File: src/rtl/ctrl_pkg.sv
// Shared state codes for the inference phase sequencer and display block.
// Also holds the single-step resume encoding and its conversions.
package ctrl_pkg;

    typedef enum logic [2:0] {
        IDLE    = 3'd0,
        PE      = 3'd1,
        CONV3   = 3'd2,
        POOL2   = 3'd3,
        DISPLAY = 3'd4,
        DONE    = 3'd5,
        ERROR   = 3'd6,
        HOLD    = 3'd7
    } state_t;

    localparam logic [2:0] DISP_DONE_CODE = 3'd4;

    // Phase to resume after a single-step HOLD.
    typedef enum logic [1:0] {
        NX_CONV3   = 2'd0,
        NX_POOL2   = 2'd1,
        NX_DISPLAY = 2'd2
    } step_nxt_t;

    function automatic step_nxt_t step_code(input state_t s);
        case (s)
            CONV3:   return NX_CONV3;
            POOL2:   return NX_POOL2;
            default: return NX_DISPLAY;
        endcase
    endfunction

    function automatic state_t step_state(input step_nxt_t c);
        case (c)
            NX_CONV3: return CONV3;
            NX_POOL2: return POOL2;
            default:  return DISPLAY;
        endcase
    endfunction

endpackage

File: src/rtl/compute_seq_ctrl_watchdog.sv
// phase_watchdog: per-phase cycle counter with clear, enable and expire.
// Ports: clk, reset (async high), clr, en in; expire out (combinational).
module phase_watchdog #(
    parameter int TIMEOUT_W   = 8,
    parameter int TIMEOUT_CYC = 200
) (
    input  logic clk,
    input  logic reset,
    input  logic clr,
    input  logic en,
    output logic expire
);

    localparam logic [TIMEOUT_W-1:0] LIMIT = TIMEOUT_W'(TIMEOUT_CYC - 1);

    logic [TIMEOUT_W-1:0] cnt;

    assign expire = en && (cnt == LIMIT);

    // Saturates at LIMIT; the FSM always leaves the phase on expire.
    always_ff @(posedge clk or posedge reset) begin
        if (reset)
            cnt <= '0;
        else if (clr)
            cnt <= '0;
        else if (en && !expire)
            cnt <= cnt + 1'b1;
    end

endmodule

File: src/rtl/compute_seq_ctrl.sv
// compute_seq_ctrl: sequences PE -> CONV3 -> POOL2 -> DISPLAY with a
// per-phase watchdog. Ports: clk, reset, start_i, *_done_i, disp_state_i
// in; run_*_o, state_o, busy_o, done_o, error_o out. Optional macro
// CTRL_SINGLE_STEP_EN adds step_i and a HOLD state between phases.
module compute_seq_ctrl
    import ctrl_pkg::*;
#(
    parameter int         TIMEOUT_W      = 8,
    parameter int         TIMEOUT_CYC    = 200,
    parameter logic [2:0] DISP_DONE_CODE = ctrl_pkg::DISP_DONE_CODE
) (
    input  logic       clk,
    input  logic       reset,
    input  logic       start_i,
    input  logic       pe_done_i,
    input  logic       conv3_done_i,
    input  logic       pool2_done_i,
    input  logic [2:0] disp_state_i,
`ifdef CTRL_SINGLE_STEP_EN
    input  logic       step_i,
`endif
    output logic       run_pe_o,
    output logic       run_conv3_o,
    output logic       run_pool2_o,
    output logic       run_display_o,
    output logic [2:0] state_o,
    output logic       busy_o,
    output logic       done_o,
    output logic       error_o
);

    state_t state, state_nxt, phase_nxt;
    logic   phase_done;
    logic   wd_en, wd_clr, wd_exp;

`ifdef CTRL_SINGLE_STEP_EN
    step_nxt_t step_q, step_d;
`endif

    phase_watchdog #(
        .TIMEOUT_W  (TIMEOUT_W),
        .TIMEOUT_CYC(TIMEOUT_CYC)
    ) u_wd (
        .clk   (clk),
        .reset (reset),
        .clr   (wd_clr),
        .en    (wd_en),
        .expire(wd_exp)
    );

    always_ff @(posedge clk or posedge reset) begin
        if (reset)
            state <= IDLE;
        else
            state <= state_nxt;
    end

`ifdef CTRL_SINGLE_STEP_EN
    always_ff @(posedge clk or posedge reset) begin
        if (reset)
            step_q <= NX_CONV3;
        else
            step_q <= step_d;
    end
`endif

    always_comb begin
        state_nxt  = state;
        phase_nxt  = state;
        phase_done = 1'b0;
`ifdef CTRL_SINGLE_STEP_EN
        step_d     = step_q;
`endif
        unique case (state)
            IDLE:  if (start_i) state_nxt = PE;
            PE: begin
                phase_done = pe_done_i;
                phase_nxt  = CONV3;
            end
            CONV3: begin
                phase_done = conv3_done_i;
                phase_nxt  = POOL2;
            end
            POOL2: begin
                phase_done = pool2_done_i;
                phase_nxt  = DISPLAY;
            end
            DISPLAY: begin
                phase_done = (disp_state_i == DISP_DONE_CODE);
                phase_nxt  = DONE;
            end
            DONE:  state_nxt = IDLE;
            ERROR: if (start_i) state_nxt = PE;
            HOLD: begin
`ifdef CTRL_SINGLE_STEP_EN
                if (step_i) state_nxt = step_state(step_q);
`else
                state_nxt = IDLE;
`endif
            end
        endcase

        // A done in the expiry cycle takes priority over the timeout.
        if (phase_done) begin
`ifdef CTRL_SINGLE_STEP_EN
            if (state != DISPLAY) begin
                state_nxt = HOLD;
                step_d    = step_code(phase_nxt);
            end else begin
                state_nxt = phase_nxt;
            end
`else
            state_nxt = phase_nxt;
`endif
        end else if (wd_exp) begin
            state_nxt = ERROR;
        end
    end

    assign wd_en  = (state == PE) || (state == CONV3) ||
                    (state == POOL2) || (state == DISPLAY);
    assign wd_clr = (state_nxt != state);

    assign run_pe_o      = (state == PE);
    assign run_conv3_o   = (state == CONV3);
    assign run_pool2_o   = (state == POOL2);
    assign run_display_o = (state == DISPLAY);
    assign state_o       = state;
    assign busy_o        = !((state == IDLE) || (state == DONE) ||
                             (state == ERROR));
    assign done_o        = (state == DONE);
    // ERROR is only left by a restart, which makes the flag sticky.
    assign error_o       = (state == ERROR);

endmodule

File: config.mk
export PLATFORM = sky130hd
export DESIGN_NAME = compute_seq_ctrl
export DESIGN_NICKNAME = d
export VERILOG_FILES = /design/src/rtl/ctrl_pkg.sv /design/src/rtl/compute_seq_ctrl_watchdog.sv /design/src/rtl/compute_seq_ctrl.sv
export SDC_FILE = /design/constraint.sdc
export NUM_CORES = 1
export LEC_CHECK = 0
export CORE_UTILIZATION = 34
export DETAILED_ROUTE_END_ITERATION = 6
export GPL_TIMING_DRIVEN = 0
export HOLD_SLACK_MARGIN = 0.15
export PLACE_DENSITY_LB_ADDON = 0.1
export SYNTH_ARGS = -nofsm -noshare
export SYNTH_HDL_FRONTEND = slang
export SYNTH_SLANG_ARGS = --single-unit
File: constraint.sdc
create_clock -name clk -period 3.5 [get_ports clk]
set_clock_uncertainty 0.05 [all_clocks]
set_input_delay 0.35 -clock clk [delete_from_list [all_inputs] [get_ports clk]]
set_output_delay 0.35 -clock clk [all_outputs]
set_load 0.01 [all_outputs]
* Word-level counts from Yosys, hierarchy flattened
Cells that the tools add are included.
Cells by class: add/subtract/negate cells 1, eq/ne operators 10, muxes and demuxes 8, reductions and logical operators 13
Operator list (count):
- 2-to-1 mux 8 bit | 2
- == test 3 bit (second input constant) | 5
- one-hot mux 3 bit (4 select lines) | 1
- 2-to-1 mux 3 bit | 3
- adder 8 x 1 -> 8 bit (second input constant) | 1
- == test 8 bit (second input constant) | 1
- == test 3 x 2 -> 1 bit (second input constant) | 2
- one-hot mux 3 bit (2 select lines) | 1
- logical OR 1 bit | 5
- one-hot mux 1 bit (4 select lines) | 1
- OR reduction 2 bit | 2
- == test 3 x 1 -> 1 bit (second input constant) | 1
- zero test 3 bit | 1
- inequality test 3 bit | 1
- logical AND 1 bit | 2
- zero test 1 bit | 2
- nonzero test 2 bit | 1
Storage, ports and cells: bits in registers 11, input port bits 9, output and inout port bits 10, logic and storage cells 34

* Depth between registers and ports, before layout
Gate-level depths: netlist (run 1).
depth in word-level cells 9, depth in mapped cells 6, mapped depth without buffers 5

* Cells and area by module
A second synthesis (run 1) with hierarchy kept.
Second synthesis, totals: cell total of the unflattened synthesis 96, area, all modules 839.6 um2
By module, submodules not included:
- phase_watchdog | times used 1, cells an instance 47, area an instance 483.0 um2, seq. area each 200.2 um2
- compute_seq_ctrl | times used 1, cells an instance 49, area an instance 356.6 um2, seq. area each 75.1 um2

* Worst setup path before layout (run 1)
OpenSTA, ideal clock, no wires.
path kind register -> register, start point reg state[0], in the netlist state_o[0], end point reg state[0], in the netlist state_o[0], setup time 0.124 ns, data arrival time 1.661 ns, required time 3.326 ns, setup slack 1.665 ns, stages on the path, launching flop included 7, path buffers 2, period minus slack after synthesis 1.835 ns, cells stage by stage dfrtp_1 buf_2 and3b_1 a32o_1 or2_1 buf_4 a211o_1
Between the ends: elaborated cells on any way between the ends 20, classes of those cells 7 x eq/ne; 6 x mux; 7 x reduce/logical
RTL lines:
- from (decl) | RTL line compute_seq_ctrl.sv:32 | state_t state, state_nxt, phase_nxt;
- from (signal assigned) | RTL line compute_seq_ctrl.sv:55 | state <= state_nxt;
- == test 3 x 2 -> 1 bit (*)
- via run_pool2_o | RTL line compute_seq_ctrl.sv:24 | output logic run_pool2_o,
- logical OR 1 bit | RTL line compute_seq_ctrl.sv:120 | assign wd_en = (state == PE) || (state == CONV3) ||
- logical OR 1 bit | RTL line compute_seq_ctrl.sv:121 | (state == POOL2) || (state == DISPLAY);
- logical AND 1 bit | RTL line compute_seq_ctrl_watchdog.sv:18 | assign expire = en && (cnt == LIMIT);
- 2-to-1 mux 3 bit | RTL line compute_seq_ctrl.sv:115 | end else if (wd_exp) begin
- 2-to-1 mux 3 bit (*) | RTL line compute_seq_ctrl.sv:104 | if (phase_done) begin
- via state_nxt[0] | RTL line compute_seq_ctrl.sv:32
Mark *: on every way through the listed nets, which the timed path passes. The rest lies on a longest branch. A chain may end at the register's enable or synchronous reset.

* Worst setup path in the final report (run 1)
start point reg state[0], in the netlist state_o[0], end point out run_display_o
Between the ends: word-level cells in the longest chain between the ends 1
RTL lines:
- == test 3 bit | RTL line compute_seq_ctrl.sv:127 | assign run_display_o = (state == DISPLAY);
- to (decl) | RTL line compute_seq_ctrl.sv:25 | output logic run_display_o,
Every way passes these cells.

==> results.json, run 1 <==
{
  "die_h_um": 51.4,
  "fmax_mhz": 434,
  "required_ns": 3.10,
  "finalSetupViolations": 0,
  "grt_usage_pct": 16.6,
  "syn_area_um2": 830,
  "power_per_cell_area_nw_per_um2": 752,
  "cts-hold-fix-buffers": 0,
  "cts_max_level": 1,
  "grt-ovfl-total": 0,
  "grt_pass1_wl_mm": 3.29,
  "post_synth.cell_area_avg_um2": 9.12,
  "critPathMaxFanout": 10,
  "cts_setup_buffers": 0,
  "antenna_left": 0,
  "yosys_warnings": 0,
  "clk_pin_slew_ns": 0.08,
  "portBuffers": 18,
  "nets": 124,
  "hold_violations": 0,
  "cpLargestDelayFamily": "buffers and inverters",
  "worst_path_max_delay_cell": "clkdlybuf4s50_1",
  "hold_path.class": "in2async",
  "drtPass1Iterations": 4,
  "finalCriticalPeriod_ns": 2.30,
  "clkLatencyLatePin_ns": 0.27,
  "utilization_pct": 47.6,
  "ir_drop_uv": 340,
  "die_w_um": 51.4,
  "gp_congestion": 0.876,
  "slew_violations": 0,
  "core_area_um2": 2250,
  "ys_ff_latch": 11,
  "wl_per_cell_um": 13.9,
  "slowest_delay_ns": 0.53,
  "cp-end-kind": "output pin",
  "crit_type": "reg2out",
  "antenna_cells": 0,
  "syn_inst": 91,
  "numCtsBuffers": 3,
  "cts_tree": "done",
  "vias_per_cell": 5.55,
  "leakagePower_uw": 0.000440,
  "worst_setup_path_start_kind": "register",
  "postCtsResizedCells": 0,
  "routed_wl_mm": 1.96,
  "cts_root_buffer": "clkbuf_4",
  "tightestPinTransition_ns": 0.417,
  "dp_hpwl_mm": 1.51,
  "syn-num-nets": 101,
  "grt_pass1_vias": 723,
  "num_rows": 17,
  "route.detailed.drc": 0,
  "maxCapViolCount": 0,
  "status": "finished, final reports clean",
  "relSlewSlack_pct": 72.2,
  "cts_sinks": 11,
  "area_delta_synth_final_pct": 29.3,
  "io_pins": 19,
  "initial_core_util_pct": 36.8,
  "synth_edf_count": 0,
  "antenna_found_initial": 0,
  "initialDrtViolationCount": 26,
  "synthFlopType": "dfrtp_1",
  "crit_chain": "buf_2 > nor2_1 > and2_1 > clkdlybuf4s50_1",
  "cp_data_arrival_time_ns": 1.90,
  "clockBufferDepth": 2,
  "yosysUniqueCellTypes": 47,
  "layout-drive-gt1-share_pct": 13.3,
  "die-area_um2": 2640,
  "final.period_utilization_pct": 65.8,
  "fin_setup_tns_ns": 0,
  "synth.yosys.seq_area_share_pct": 33.2,
  "synthArstFlopShare_pct": 100,
  "cp.buffers_inverters": 2,
  "vias": 783,
  "grt_max_degree": 12,
  "rsz0062_at_grt": "false"
}
-- logic make-up after synthesis --
family | after synthesis | share of synthesized area (%)
simple gates | 40 | 30.8
compound gates | 22 | 20.1
flops | 11 | 33.2
buf+inv | 10 | 6.79
xor+xnor | 5 | 5.28
mux | 2 | 2.41
fa+ha+maj | 1 | 1.51
-- sequential cells by signal (all words and copies together) (netlist names) --
name,flops
u_wd.cnt,8
state_o,3
-- worst paths after layout --
check                                             start                      end  slack (ns)  depth (start not counted)
min in group clk                u_wd.cnt[5]$_DFFE_PP0P_  u_wd.cnt[5]$_DFFE_PP0P_        0.55                          2
worst max-delay path               state_o[0]$_DFF_PP0_            run_display_o        1.20                          4
worst min register to register  u_wd.cnt[5]$_DFFE_PP0P_  u_wd.cnt[5]$_DFFE_PP0P_        0.55                          2
worst max register to register     state_o[0]$_DFF_PP0_  u_wd.cnt[7]$_DFFE_PP0P_        1.58                          4
max in group asynchronous                         reset  u_wd.cnt[6]$_DFFE_PP0P_        2.79                          2
worst min-delay path                              reset  u_wd.cnt[2]$_DFFE_PP0P_        0.31                          2
-- report_power, final --
group          switching, uW  internal [uW]
Clock                   43.7           42.3
Sequential              34.3            156
Combinational            274            255
-- layout by cell type (no fill, tap or decap), drive strengths merged, types with 3 or more instances in the layout --
cell type and count:
clkbuf 4, nand3b 4, inv 4, nand2 4
buf 5, a21oi 3, xor2 3, nor4 5
o21ai 5, nor3 3, nor2 3, dfrtp 11
clkdlybuf4s50 18
-- per-stage QoR --
stage          instance area, um^2  worst slack, ns  hold WS (ns)  instances  power (uW)
3_5_place_dp                  1040             1.48         0.525        137         722
5_1_grt                       1070             1.08         0.333        141         875
2_1_floorplan                  830             1.66         0.152         91         536
4_1_cts                       1070             1.21         0.323        141         812
6_report                      1070             1.20         0.312        141         806
3_3_place_gp                  1040             1.46         0.521        137         718
-- synth_stat cells, types with 3 or more instances --
master / count / area [um^2]
dfrtp_1: 11 / 275
nor4_1: 5 / 31.3
nand2_1: 4 / 15.0
nand3b_1: 4 / 30.0
o21ai_0: 4 / 20.0
a21oi_1: 3 / 15.0
buf_2: 3 / 15.0
inv_1: 3 / 11.3
nor2_1: 3 / 11.3
nor3_1: 3 / 15.0
xor2_1: 3 / 26.3
-- cell type report --
| type | count | area [um^2] |
|---|---|---|
| clock inverters | 1 | 5.00 |
| flip-flops and latches | 11 | 275 |
| multi-input cells | 70 | 498 |
| fillers | 240 | 1180 |
| clock buffers | 3 | 22.5 |
| plain buffers | 6 | 41.3 |
| well taps | 28 | 35.0 |
| inverters | 4 | 15.0 |
| repair buffers | 18 | 180 |
-- metal layers --
layer	GRT usage, %	part of all wire (%)
met1	24.3	52
met2	23.6	44
met3	6.25	3.4
met4	1.35	0.46
met5	0	0
-- worst reg2reg max path: stages (launching register included) --
cell and delay, ns:
dfrtp_1 0.41, o21ai_1 0.35, and4bb_1 0.28, or3b_1 0.36
a2111oi_2 0.35
Power figures use the tool's default switching activity.
==> run 2, diff against run 1 <==
==> constraint.sdc (replaced) <==
create_clock -name clk -period 2.2 [get_ports clk]
set_clock_uncertainty 0.05 [all_clocks]
set_input_delay 0.22 -clock clk [delete_from_list [all_inputs] [get_ports clk]]
set_output_delay 0.22 -clock clk [all_outputs]
set_load 0.01 [all_outputs]
==> results.json, run 2 (same netlist as run 1, synthesis figures left out) <==
{
  "vias_per_cell": 5.55,
  "die_w_um": 51.4,
  "relSlewSlack_pct": 70.6,
  "crit_type": "reg2out",
  "final_common_cell": "clkdlybuf4s50_1",
  "cts_sinks": 11,
  "leakagePower_uw": 0.000439,
  "routed_wl_mm": 1.97,
  "core_area_um2": 2250,
  "setup_slack_ns": 0.130,
  "required_ns": 1.93,
  "power_per_cell_area_nw_per_um2": 1200,
  "cp-end-kind": "output pin",
  "fin_area_um2": 1080,
  "holdWs_ns": 0.192,
  "grt_pass1_wl_mm": 3.29,
  "vias": 782,
  "nets": 124,
  "dpl_cell_area_um2": 1040,
  "hold_path.class": "in2async",
  "final.period_utilization_pct": 94.1,
  "layout-drive-gt1-share_pct": 15.0,
  "dp_hpwl_mm": 1.51,
  "cp_data_arrival_time_ns": 1.80,
  "finalCriticalPeriod_ns": 2.07,
  "grt-ovfl-total": 0,
  "finalSetupViolations": 0,
  "slowest_delay_ns": 0.54,
  "maxCapViolCount": 0,
  "ir_drop_uv": 547,
  "final_cell_mix": "clkdlybuf4s50_1, dfrtp_1, nor4_1",
  "worst_setup_path_start_kind": "register",
  "clkLatencyLatePin_ns": 0.27,
  "crit_chain": "buf_4 > inv_1 > and3_1 > a21oi_1 > clkdlybuf4s50_1",
  "io_pins": 19,
  "num_rows": 17,
  "r2r_slack_ns": 0.28,
  "fmax_mhz": 483,
  "cts_tree": "done",
  "portBuffers": 18,
  "clk_pin_slew_ns": 0.08,
  "antenna_cells": 0,
  "antenna_found_initial": 0,
  "die_h_um": 51.4,
  "grt_usage_pct": 16.6,
  "clockBufferDepth": 2,
  "rsz0062_at_grt": "false",
  "dp_slack_ns": 0.284,
  "grt_pass1_vias": 723,
  "tightestPinTransition_ns": 0.441,
  "fin_setup_tns_ns": 0,
  "antenna_left": 0,
  "largest_register": "u_wd.cnt",
  "die-area_um2": 2640,
  "route.detailed.drc": 0,
  "hold_violations": 0,
  "worst_path_max_delay_cell": "clkdlybuf4s50_1",
  "area_delta_synth_final_pct": 30.0,
  "grt_max_degree": 12,
  "numCtsBuffers": 3,
  "cts_root_buffer": "clkbuf_4",
  "initial_core_util_pct": 36.8,
  "drtPass1Iterations": 4,
  "total_power_uw": 1300,
  "status": "finished, final reports clean",
  "gp_congestion": 0.876,
  "initialDrtViolationCount": 21,
  "critPathMaxFanout": 10,
  "cts_max_level": 1,
  "slew_violations": 0,
  "cts_setup_buffers": 0,
  "wl_per_cell_um": 14.0,
  "largest_reg_flops": 8
}
==> run 2: worst max-delay path: cells and delay by family (launching register included) <==
family | cells | cell delay, ns
buffers and inverters | 3 | 0.83
flip-flops | 1 | 0.41
AND/OR/NAND/NOR | 1 | 0.18
AO/OA/AOI/OAI | 1 | 0.11
==> run 2: per-stage QoR <==
step           utilization (%)  std cells
2_1_floorplan                -         91
3_3_place_gp              46.3        137
3_5_place_dp              46.3        137
4_1_cts                   47.6        141
5_1_grt                   47.8        141
6_report                  47.8        141
==> run 2: layout make-up <==
cell class	instances	area (um^2)
plain buffers	6	43.8
clock buffers	3	22.5
clock inverters	1	5.00
fillers	241	1180
inverters	4	15.0
multi-input cells	70	500
flip-flops and latches	11	277
well taps	28	35.0
repair buffers	18	180
==> run 2: final timing paths <==
kind | start | to | cells past startpoint
min | reset | u_wd.cnt[1]$_DFFE_PP0P_ | 2
max reg2reg | state_o[1]$_DFF_PP0_ | u_wd.cnt[7]$_DFFE_PP0P_ | 4
min reg2reg | u_wd.cnt[5]$_DFFE_PP0P_ | u_wd.cnt[5]$_DFFE_PP0P_ | 2
max | state_o[1]$_DFF_PP0_ | busy_o | 5
max in group asynchronous | reset | state_o[2]$_DFF_PP0_ | 2
min in group clk | u_wd.cnt[5]$_DFFE_PP0P_ | u_wd.cnt[5]$_DFFE_PP0P_ | 2
==> run 2: routing by layer <==
layer,up-vias,track usage [%],share of wire [%]
met5,-,0,0
met4,0,1.35,0.46
met3,2,6.25,3.6
met2,13,23.6,44
met1,376,24.3,52
li1,391,-,-
==> run 2: what timing repair did <==
action,4_1_cts,5_1_grt
setup endpoints to repair,0,2
endpoints found under the hold margin,0,0
resized for setup,0,4
hold buffers,0,0
==> run 2: report_power, final <==
| group | switching [uW] | total, uW | internal (uW) |
|---|---|---|---|
| clock | 69.7 | 137 | 67.3 |
| combinational | 441 | 854 | 413 |
| sequential | 54.9 | 305 | 251 |
==> run 3, diff against run 2 <==
--- a/config.mk
+++ b/config.mk
@@ -5,6 +5,7 @@
 export SDC_FILE = /design/constraint.sdc
 export NUM_CORES = 1
 export LEC_CHECK = 0
+export CORE_MARGIN = 2
 export CORE_UTILIZATION = 34
 export DETAILED_ROUTE_END_ITERATION = 6
 export GPL_TIMING_DRIVEN = 0
==> results.json, run 3 (same netlist as run 1, synthesis figures left out) <==
{
  "grt_max_degree": 12,
  "p_sw_uw": 571,
  "finalCriticalPeriod_ns": 2.07,
  "numCtsBuffers": 3,
  "stdcell_count": 141,
  "crit_type": "reg2out",
  "largest_reg_flops": 8,
  "cts_root_buffer": "clkbuf_4",
  "final_common_cell": "clkdlybuf4s50_1",
  "final.period_utilization_pct": 94.0,
  "maxCapViolCount": 0,
  "grt_usage_pct": 15.5,
  "die_w_um": 53.4,
  "hold_path.class": "in2async",
  "worst_setup_path_start_kind": "register",
  "crit_chain": "buf_2 > and3_1 > a21oi_1 > clkdlybuf4s50_1",
  "route.detailed.drc": 0,
  "portBuffers": 18,
  "r2r-end": "u_wd.cnt[7]$_DFFE_PP0P_",
  "cts_setup_buffers": 0,
  "largest_register": "u_wd.cnt",
  "power_per_cell_area_nw_per_um2": 1210,
  "worst_path_max_delay_cell": "clkdlybuf4s50_1",
  "seqPwrFrac_pct": 23.3,
  "slowest_delay_ns": 0.55,
  "relSlewSlack_pct": 71.7,
  "r2r_start": "state_o[1]$_DFF_PP0_",
  "leakagePower_uw": 0.000440,
  "die_h_um": 53.4,
  "routed_wl_mm": 2.05,
  "critPathMaxFanout": 10,
  "status": "finished, final reports clean",
  "slew_violations": 0,
  "tightestPinTransition_ns": 0.419,
  "initial_core_util_pct": 36.8,
  "ir_drop_uv": 705,
  "clkLatencyLatePin_ns": 0.27,
  "core_area_um2": 2250,
  "finalSetupViolations": 0,
  "required_ns": 1.93,
  "reg2regPathDepth": 4,
  "swShare_pct": 43.7,
  "clockBufferDepth": 2,
  "grt_pass1_wl_mm": 3.13,
  "grt_pass1_vias": 666,
  "fmax_mhz": 483,
  "io_pins": 19,
  "r2r_slack_ns": 0.25,
  "final_cell_mix": "clkdlybuf4s50_1, dfrtp_1, nor4_1",
  "antenna_found_initial": 0,
  "die-area_um2": 2850,
  "p_comb_share_pct": 66.2,
  "dp.cells": 137,
  "nets": 124,
  "clk_pin_slew_ns": 0.07,
  "cp_data_arrival_time_ns": 1.80,
  "drtPass1Iterations": 4,
  "cts_max_level": 1,
  "layout-drive-gt1-share_pct": 15.0,
  "grt-ovfl-total": 0,
  "area_delta_synth_final_pct": 30.5,
  "cts_tree": "done",
  "antenna_left": 0,
  "holdWs_ns": 0.180,
  "vias": 810,
  "gp_congestion": 0.867,
  "num_rows": 17,
  "wl_per_cell_um": 14.5,
  "internal-power_uw": 737,
  "cts_sinks": 11,
  "cp-end-kind": "output pin",
  "dp_hpwl_mm": 1.54,
  "vias_per_cell": 5.74,
  "initialDrtViolationCount": 10,
  "antenna_cells": 0,
  "p_clk_share_pct": 10.5,
  "hold_violations": 0
}
==> run 3: cell counts in the layout (fill, tap and decap cells not counted) <==
No cell type changed its count.
==> run 3: area by class of cell <==
cell class / count / area, um^2
plain buffers: 6 / 47.5
clock buffers: 3 / 22.5
clock inverters: 1 / 5.00
fillers: 233 / 1170
inverters: 4 / 15.0
multi-input cells: 70 / 500
flip-flops and latches: 11 / 277
well taps: 28 / 35.0
repair buffers: 18 / 180
==> run 3: worst max-delay path by stage <==
stage          slack (ns)            startpoint              endpoint
2_1_floorplan        0.36  state_o[0]$_DFF_PP0_  state_o[0]$_DFF_PP0_
4_1_cts              0.05  state_o[1]$_DFF_PP0_                busy_o
5_1_grt            -0.002  state_o[2]$_DFF_PP0_                busy_o
6_report             0.13  state_o[2]$_DFF_PP0_                busy_o
3_5_place_dp         0.29       disp_state_i[2]  state_o[0]$_DFF_PP0_
3_3_place_gp         0.28       disp_state_i[2]  state_o[0]$_DFF_PP0_
==> run 3: worst max-delay path: cells and delay by family (launching register included) <==
| kind | cells | cell delay (ns) |
|---|---|---|
| buf+inv | 2 | 0.75 |
| compound gates | 1 | 0.12 |
| flops | 1 | 0.46 |
| simple gates | 1 | 0.20 |
==> run 3: power groups by stage <==
stage	registers (uW)	logic, uW	clock network (uW)
after global routing	310	951	158
after global placement	304	837	0
after detailed placement	304	847	0
after floorplan	304	548	0
final	305	866	137
after CTS	299	853	145
==> run 3: stage by stage <==
| step | setup slack [ns] | TNS (ns) | utilization (%) | cell area (um^2) | total power [uW] |
|---|---|---|---|---|---|
| after detailed placement | 0.290 | 0 | 46.3 | 1040 | 1150 |
| after floorplan | 0.365 | 0 | - | 830 | 852 |
| after global placement | 0.281 | 0 | 46.3 | 1040 | 1140 |
| final | 0.131 | 0 | 48.0 | 1080 | 1310 |
| after global routing | -0.00236 | -0.00236 | 48.0 | 1080 | 1420 |
| after CTS | 0.0544 | 0 | 47.6 | 1070 | 1300 |
==> run 3: metal layers <==
layer  track usage [%]  wire, um  vias up
met5                 0         0        -
met4              2.56         8        0
met3              5.93       118        2
met2              22.8       927       27
met1              21.6       995      388
li1                  -         -      393
==> run 3: timing repair <==
| action | in CTS | in global routing |
|---|---|---|
| setup endpoints to repair | 0 | 2 |
| resized for setup | 0 | 5 |
| hold buffers | 0 | 0 |
| hold endpoints to repair | 0 | 0 |
